`src/rtl/stream_demux2.sv`:
```
// 1-to-2 valid/ready stream distributor with an independent 2-entry FIFO and wrapping beat counter per output.
// Define STREAM_DEMUX2_ASSERT_EN to compile the protocol checks that drive the sticky o_err flag.
module stream_demux2 #(
    parameter int DW = 8,
    parameter int CW = 8
) (
    input  logic          i_clk,
    input  logic          i_rst,
    input  logic          i_valid,
    input  logic [DW-1:0] i_data,
    input  logic          i_sel,
    output logic          o_ready,
    output logic          o_a_valid,
    output logic [DW-1:0] o_a_data,
    input  logic          i_a_ready,
    output logic          o_b_valid,
    output logic [DW-1:0] o_b_data,
    input  logic          i_b_ready,
    output logic [CW-1:0] o_a_cnt,
    output logic [CW-1:0] o_b_cnt,
    output logic          o_err
);
    // Index 0 is output A, index 1 is output B throughout.
    logic [1:0][1:0][DW-1:0] mem_q, mem_d;
    logic [1:0]              wptr_q, wptr_d, rptr_q, rptr_d;
    logic [1:0][1:0]         occ_q, occ_d;
    logic [1:0][CW-1:0]      cnt_q, cnt_d;
    logic [1:0]              full, push, pop, out_vld, out_rdy;

    always_comb begin
        out_rdy = {i_b_ready, i_a_ready};
        for (int f = 0; f < 2; f++) begin
            full[f]    = (occ_q[f] == 2'd2);
            out_vld[f] = (occ_q[f] != 2'd0);
        end
        // Readiness depends only on the selected FIFO; a pop this cycle does not free space.
        o_ready = i_sel ? !full[0] : !full[1];
        push[0] = i_valid && o_ready && i_sel;
        push[1] = i_valid && o_ready && !i_sel;
        pop     = out_vld & out_rdy;

        mem_d  = mem_q;
        wptr_d = wptr_q;
        rptr_d = rptr_q;
        cnt_d  = cnt_q;
        for (int f = 0; f < 2; f++) begin
            if (push[f]) begin
                mem_d[f][wptr_q[f]] = i_data;
                wptr_d[f]           = ~wptr_q[f];
            end
            if (pop[f]) begin
                rptr_d[f] = ~rptr_q[f];
                cnt_d[f]  = cnt_q[f] + 1'b1;
            end
            occ_d[f] = occ_q[f] + {1'b0, push[f]} - {1'b0, pop[f]};
        end
    end

    always_ff @(posedge i_clk) begin
        if (i_rst) begin
            mem_q  <= '0;
            wptr_q <= '0;
            rptr_q <= '0;
            occ_q  <= '0;
            cnt_q  <= '0;
        end else begin
            mem_q  <= mem_d;
            wptr_q <= wptr_d;
            rptr_q <= rptr_d;
            occ_q  <= occ_d;
            cnt_q  <= cnt_d;
        end
    end

    assign o_a_valid = out_vld[0];
    assign o_b_valid = out_vld[1];
    assign o_a_data  = mem_q[0][rptr_q[0]];
    assign o_b_data  = mem_q[1][rptr_q[1]];
    assign o_a_cnt   = cnt_q[0];
    assign o_b_cnt   = cnt_q[1];

`ifdef STREAM_DEMUX2_ASSERT_EN
    logic          stall_q, stall_d, sel_q, sel_d, err_q, err_d;
    logic [DW-1:0] data_q, data_d;
    logic [3:0]    chk;

    always_comb begin
        stall_d = i_valid && !o_ready;
        sel_d   = i_sel;
        data_d  = i_data;
        // A stalled beat must be re-presented unchanged on the next cycle.
        chk[0]  = stall_q && !(i_valid && (i_sel == sel_q) && (i_data == data_q));
        chk[1]  = |(push & full);
        chk[2]  = |(pop & ~out_vld);
        chk[3]  = (occ_q[0] > 2'd2) || (occ_q[1] > 2'd2);
        err_d   = err_q || (|chk);
    end

    always_ff @(posedge i_clk) begin
        if (i_rst) begin
            stall_q <= 1'b0;
            sel_q   <= 1'b0;
            data_q  <= '0;
            err_q   <= 1'b0;
        end else begin
            stall_q <= stall_d;
            sel_q   <= sel_d;
            data_q  <= data_d;
            err_q   <= err_d;
            assert (!chk[0]) else $error("stream_demux2: input changed while stalled");
            assert (!chk[1]) else $error("stream_demux2: push into full fifo");
            assert (!chk[2]) else $error("stream_demux2: pop from empty fifo");
            assert (!chk[3]) else $error("stream_demux2: occupancy above 2");
        end
    end

    assign o_err = err_q;
`else
    assign o_err = 1'b0;
`endif

endmodule
```
`config.mk`:
```
export PLATFORM = sky130hd
export DESIGN_NAME = stream_demux2
export DESIGN_NICKNAME = d
export VERILOG_FILES = /design/src/rtl/stream_demux2.sv
export SDC_FILE = /design/constraint.sdc
export NUM_CORES = 1
export LEC_CHECK = 0
export CAP_MARGIN = 20
export CORE_ASPECT_RATIO = 0.6
export CORE_MARGIN = 2
export CORE_UTILIZATION = 45
export CTS_CLUSTER_SIZE = 30
export DETAILED_ROUTE_END_ITERATION = 10
export GPL_TIMING_DRIVEN = 1
export PLACE_DENSITY = 0.84
export SYNTH_ARGS = -nofsm -noshare
export SYNTH_HDL_FRONTEND = slang
export SYNTH_SLANG_ARGS = --single-unit
```
`constraint.sdc`:
```
create_clock -name i_clk -period 2.1 [get_ports i_clk]
set_clock_uncertainty 0.1 [all_clocks]
set_input_delay 0.315 -clock i_clk [delete_from_list [all_inputs] [get_ports i_clk]]
set_output_delay 0.315 -clock i_clk [all_outputs]
set_load 0.005 [all_outputs]
```
==> metrics.yaml <==
outcome:
  status: "completed"
clock_tree:
  postCtsHoldBufs: 0
  path_clk_slew_ns: 0.10
  htreeDepth: 2
  cts_tree: "yes"
  clockRootBuffer: "clkbuf_8"
  numCtsBuffers: 5
  clkSinkCount: 56
  insertion_delay_ns: 0.30
  clockBufferDepth: 2
timing:
  worst_slew_pin_slew_ns: 0.717
  worst_slack_ns: 0.0620
  max_freq_mhz: 491
  hold_viol_final: 0
  fin_crit_ns: 2.04
  tns_ns: 0
  setup_viol: 0
  slew_violations: 0
  period_share: 0.970
  rsz0062_at_grt: "no"
  slew_headroom: 0.522
power_and_ir_drop:
  p_int_mw: 1.92
  p_per_area_nw_per_um2: 883
  combPwrFrac: 0.361
  pwr-share-clk: 0.191
  total_power_mw: 2.96
  swShare: 0.352
  peakVddDrop_mv: 0.375
  p_switching_mw: 1.04
  p_seq_frac: 0.447
  leakage_nw: 1.20
route:
  detail_route.first_pass.iterations: 6
  drt_iter0_markers: 130
  drtAntennaViolNets: 0
  vias: 2538
  drc: 0
  wl_mm: 6.80
  via_per_inst: 5.97
  wl_per_cell_microns: 16.0
setup_path:
  cp-end-kind: "output port"
  critPathLaunchType: "register"
  required_ns: 1.68
  crit_type: "register to output port"
  r2r-start: "occ_q[3]"
  ff2ff_path_depth: 8
  critPathArrivalTime_ns: 1.62
  crit_fanout: 9
  r2r_slack_ns: 0.32
  worstReg2RegEnd: "occ_q[3]"
place:
  gp_congestion: 0.858
  hpwlAfterDp_mm: 4.52
  place_inst: 418
  io_buffers: 48
  dp_slack_ns: -0.113
yosys:
  synth_area_leader_cell: "dfxtp_1"
  syn_nets: 323
  synth_top_area_frac: 0.419
  ys_types: 28
  synth_compound_area_frac: 0.209
  synth_ff_type: "dfxtp_1"
  synth_cells: 303
  synth_fa_ha_area_frac: 0.0281
  ys_ff_latch: 56
  yosysSeqAreaShare: 0.419
  synthTopCellsByArea: "dfxtp_1 (42%), o31ai_1 (10%), nand4_1 (8.4%), a21oi_1 (8.0%), mux2_2 (6.7%)"
  synth_area_per_cell_sq_um: 8.83
  synth_warnings: 0
  synthMuxAreaShare: 0.0748
  synthArstFlopShare: 0
  netlist_area_sq_um: 2680
  synth_edf_count: 0
  synthSimpleGateAreaFrac: 0.185
  synth_xor_area_frac: 0.0262
  synth_top_family_by_area: "compound AO/OA/AOI/OAI gates"
grt:
  grt_use_total: 0.208
  grt_pass1_wl_mm: 11.3
  antenna_found_initial: 0
  grt_pass1_vias: 2321
  grt.overflow.total: 0
  grt_max_degree: 40
cells_and_area:
  drive_gt1_frac: 0.139
  final_cell_mix: "dfxtp_1 (53), clkdlybuf4s50_1 (46), a21oi_1 (43)"
  finalNonFillerCells: 425
  num-nets-final: 365
  num_antenna_cells: 0
  area_delta_synth_final_pct: 25.4
  final_common_cell: "dfxtp_1"
  fin_util: 0.594
floorplan:
  die_width_microns: 104
  chipHeight_microns: 63.7
  start_util: 0.474
  rows: 21
  coreArea_sq_um: 5650
  die_area_sq_um: 6600
  ioPinCount: 50
min_path:
  hp-class: "register to register"
  min_path_cells: 2
  min_from: "mem_q[20]"
  hold_end: "mem_q[20]"
run:
  cap_viol_max_count: 0
## how the worst max path moves through the flow
stage                          from          end  slack, ns  depth (start not counted)
after floorplan            occ_q[0]     occ_q[1]       0.06                         10
after global placement      i_valid     occ_q[3]      -0.06                          9
after detailed placement    i_valid     occ_q[3]      -0.11                          9
after CTS                     i_sel      o_ready       0.01                          5
after global routing      rptr_q[1]  o_b_data[2]     0.0002                          2
final                     rptr_q[0]  o_a_data[1]       0.06                          3
## area by class of cell
cell class                      count  area (sq um)
Tap cell                           80           100
Sequential cell                    56          1120
Multi-Input combinational cell    211          1410
Inverter                            6          22.5
Timing Repair Buffer               65           622
Fill cell                         498          2290
Clock inverter                      1          5.00
Clock buffer                        6          72.6
## power groups by stage
stage | logic, mW | registers, mW | clock network [mW]
floorplan | 0.662 | 1.27 | 0
global placement | 1.01 | 1.32 | 0
detailed placement | 1.04 | 1.33 | 0
CTS | 1.05 | 1.32 | 0.578
global route | 1.17 | 1.35 | 0.617
finish | 1.07 | 1.32 | 0.567
## cells by family after synthesis
group,after synthesis
other cells,1
simple gates,87
xor+xnor,8
mux,18
compound gates,91
buf+inv,36
fa+ha+maj,6
flops,56
## routing by layer
layer | GRT usage | up-vias | routed length [microns]
met2 | 0.315 | 97 | 3000
li1 | - | 1217 | -
met1 | 0.299 | 1213 | 3200
met4 | 0.0608 | 0 | 96
met3 | 0.0449 | 11 | 506
met5 | 0 | - | 0
## worst max-delay path, cell delays in order (launching register included)
cell and delay (ns):
dfxtp_1 0.34, buf_6 0.16, mux2_2 0.36, clkdlybuf4s50_1 0.46
## registers in the layout, summed over array words and instances, names as in the netlist
register	flops
mem_q	32
o_a_cnt	8
o_b_cnt	8
occ_q	4
rptr_q	2
wptr_q	2
## cell usage after synthesis, types with 3 or more instances
| library cell | count |
|---|---|
| nand3_1 | 4 |
| buf_1 | 5 |
| nand2b_1 | 5 |
| and2_1 | 3 |
| or3_1 | 4 |
| or4_1 | 6 |
| inv_1 | 4 |
| nor2b_1 | 5 |
| clkbuf_1 | 12 |
| dfxtp_1 | 56 |
| ha_1 | 6 |
| mux2_2 | 16 |
| nor2_1 | 13 |
| nand4_1 | 36 |
| o31ai_1 | 36 |
| buf_2 | 12 |
| xor2_1 | 8 |
| o21ai_0 | 8 |
| nand2_1 | 7 |
| a21oi_1 | 43 |
## repair_timing
action,CTS,global route
buffers inserted,0,0
setup endpoints to repair,9,3
resized for setup,2,4
## metrics by stage
step                area (sq um)  hold slack [ns]
CTS                         3340            0.375
detailed placement          3260            0.360
global placement            3260            0.351
floorplan                   2680            0.345
global route                3360            0.389
finish                      3360            0.372
Power figures use the tool's default switching activity.
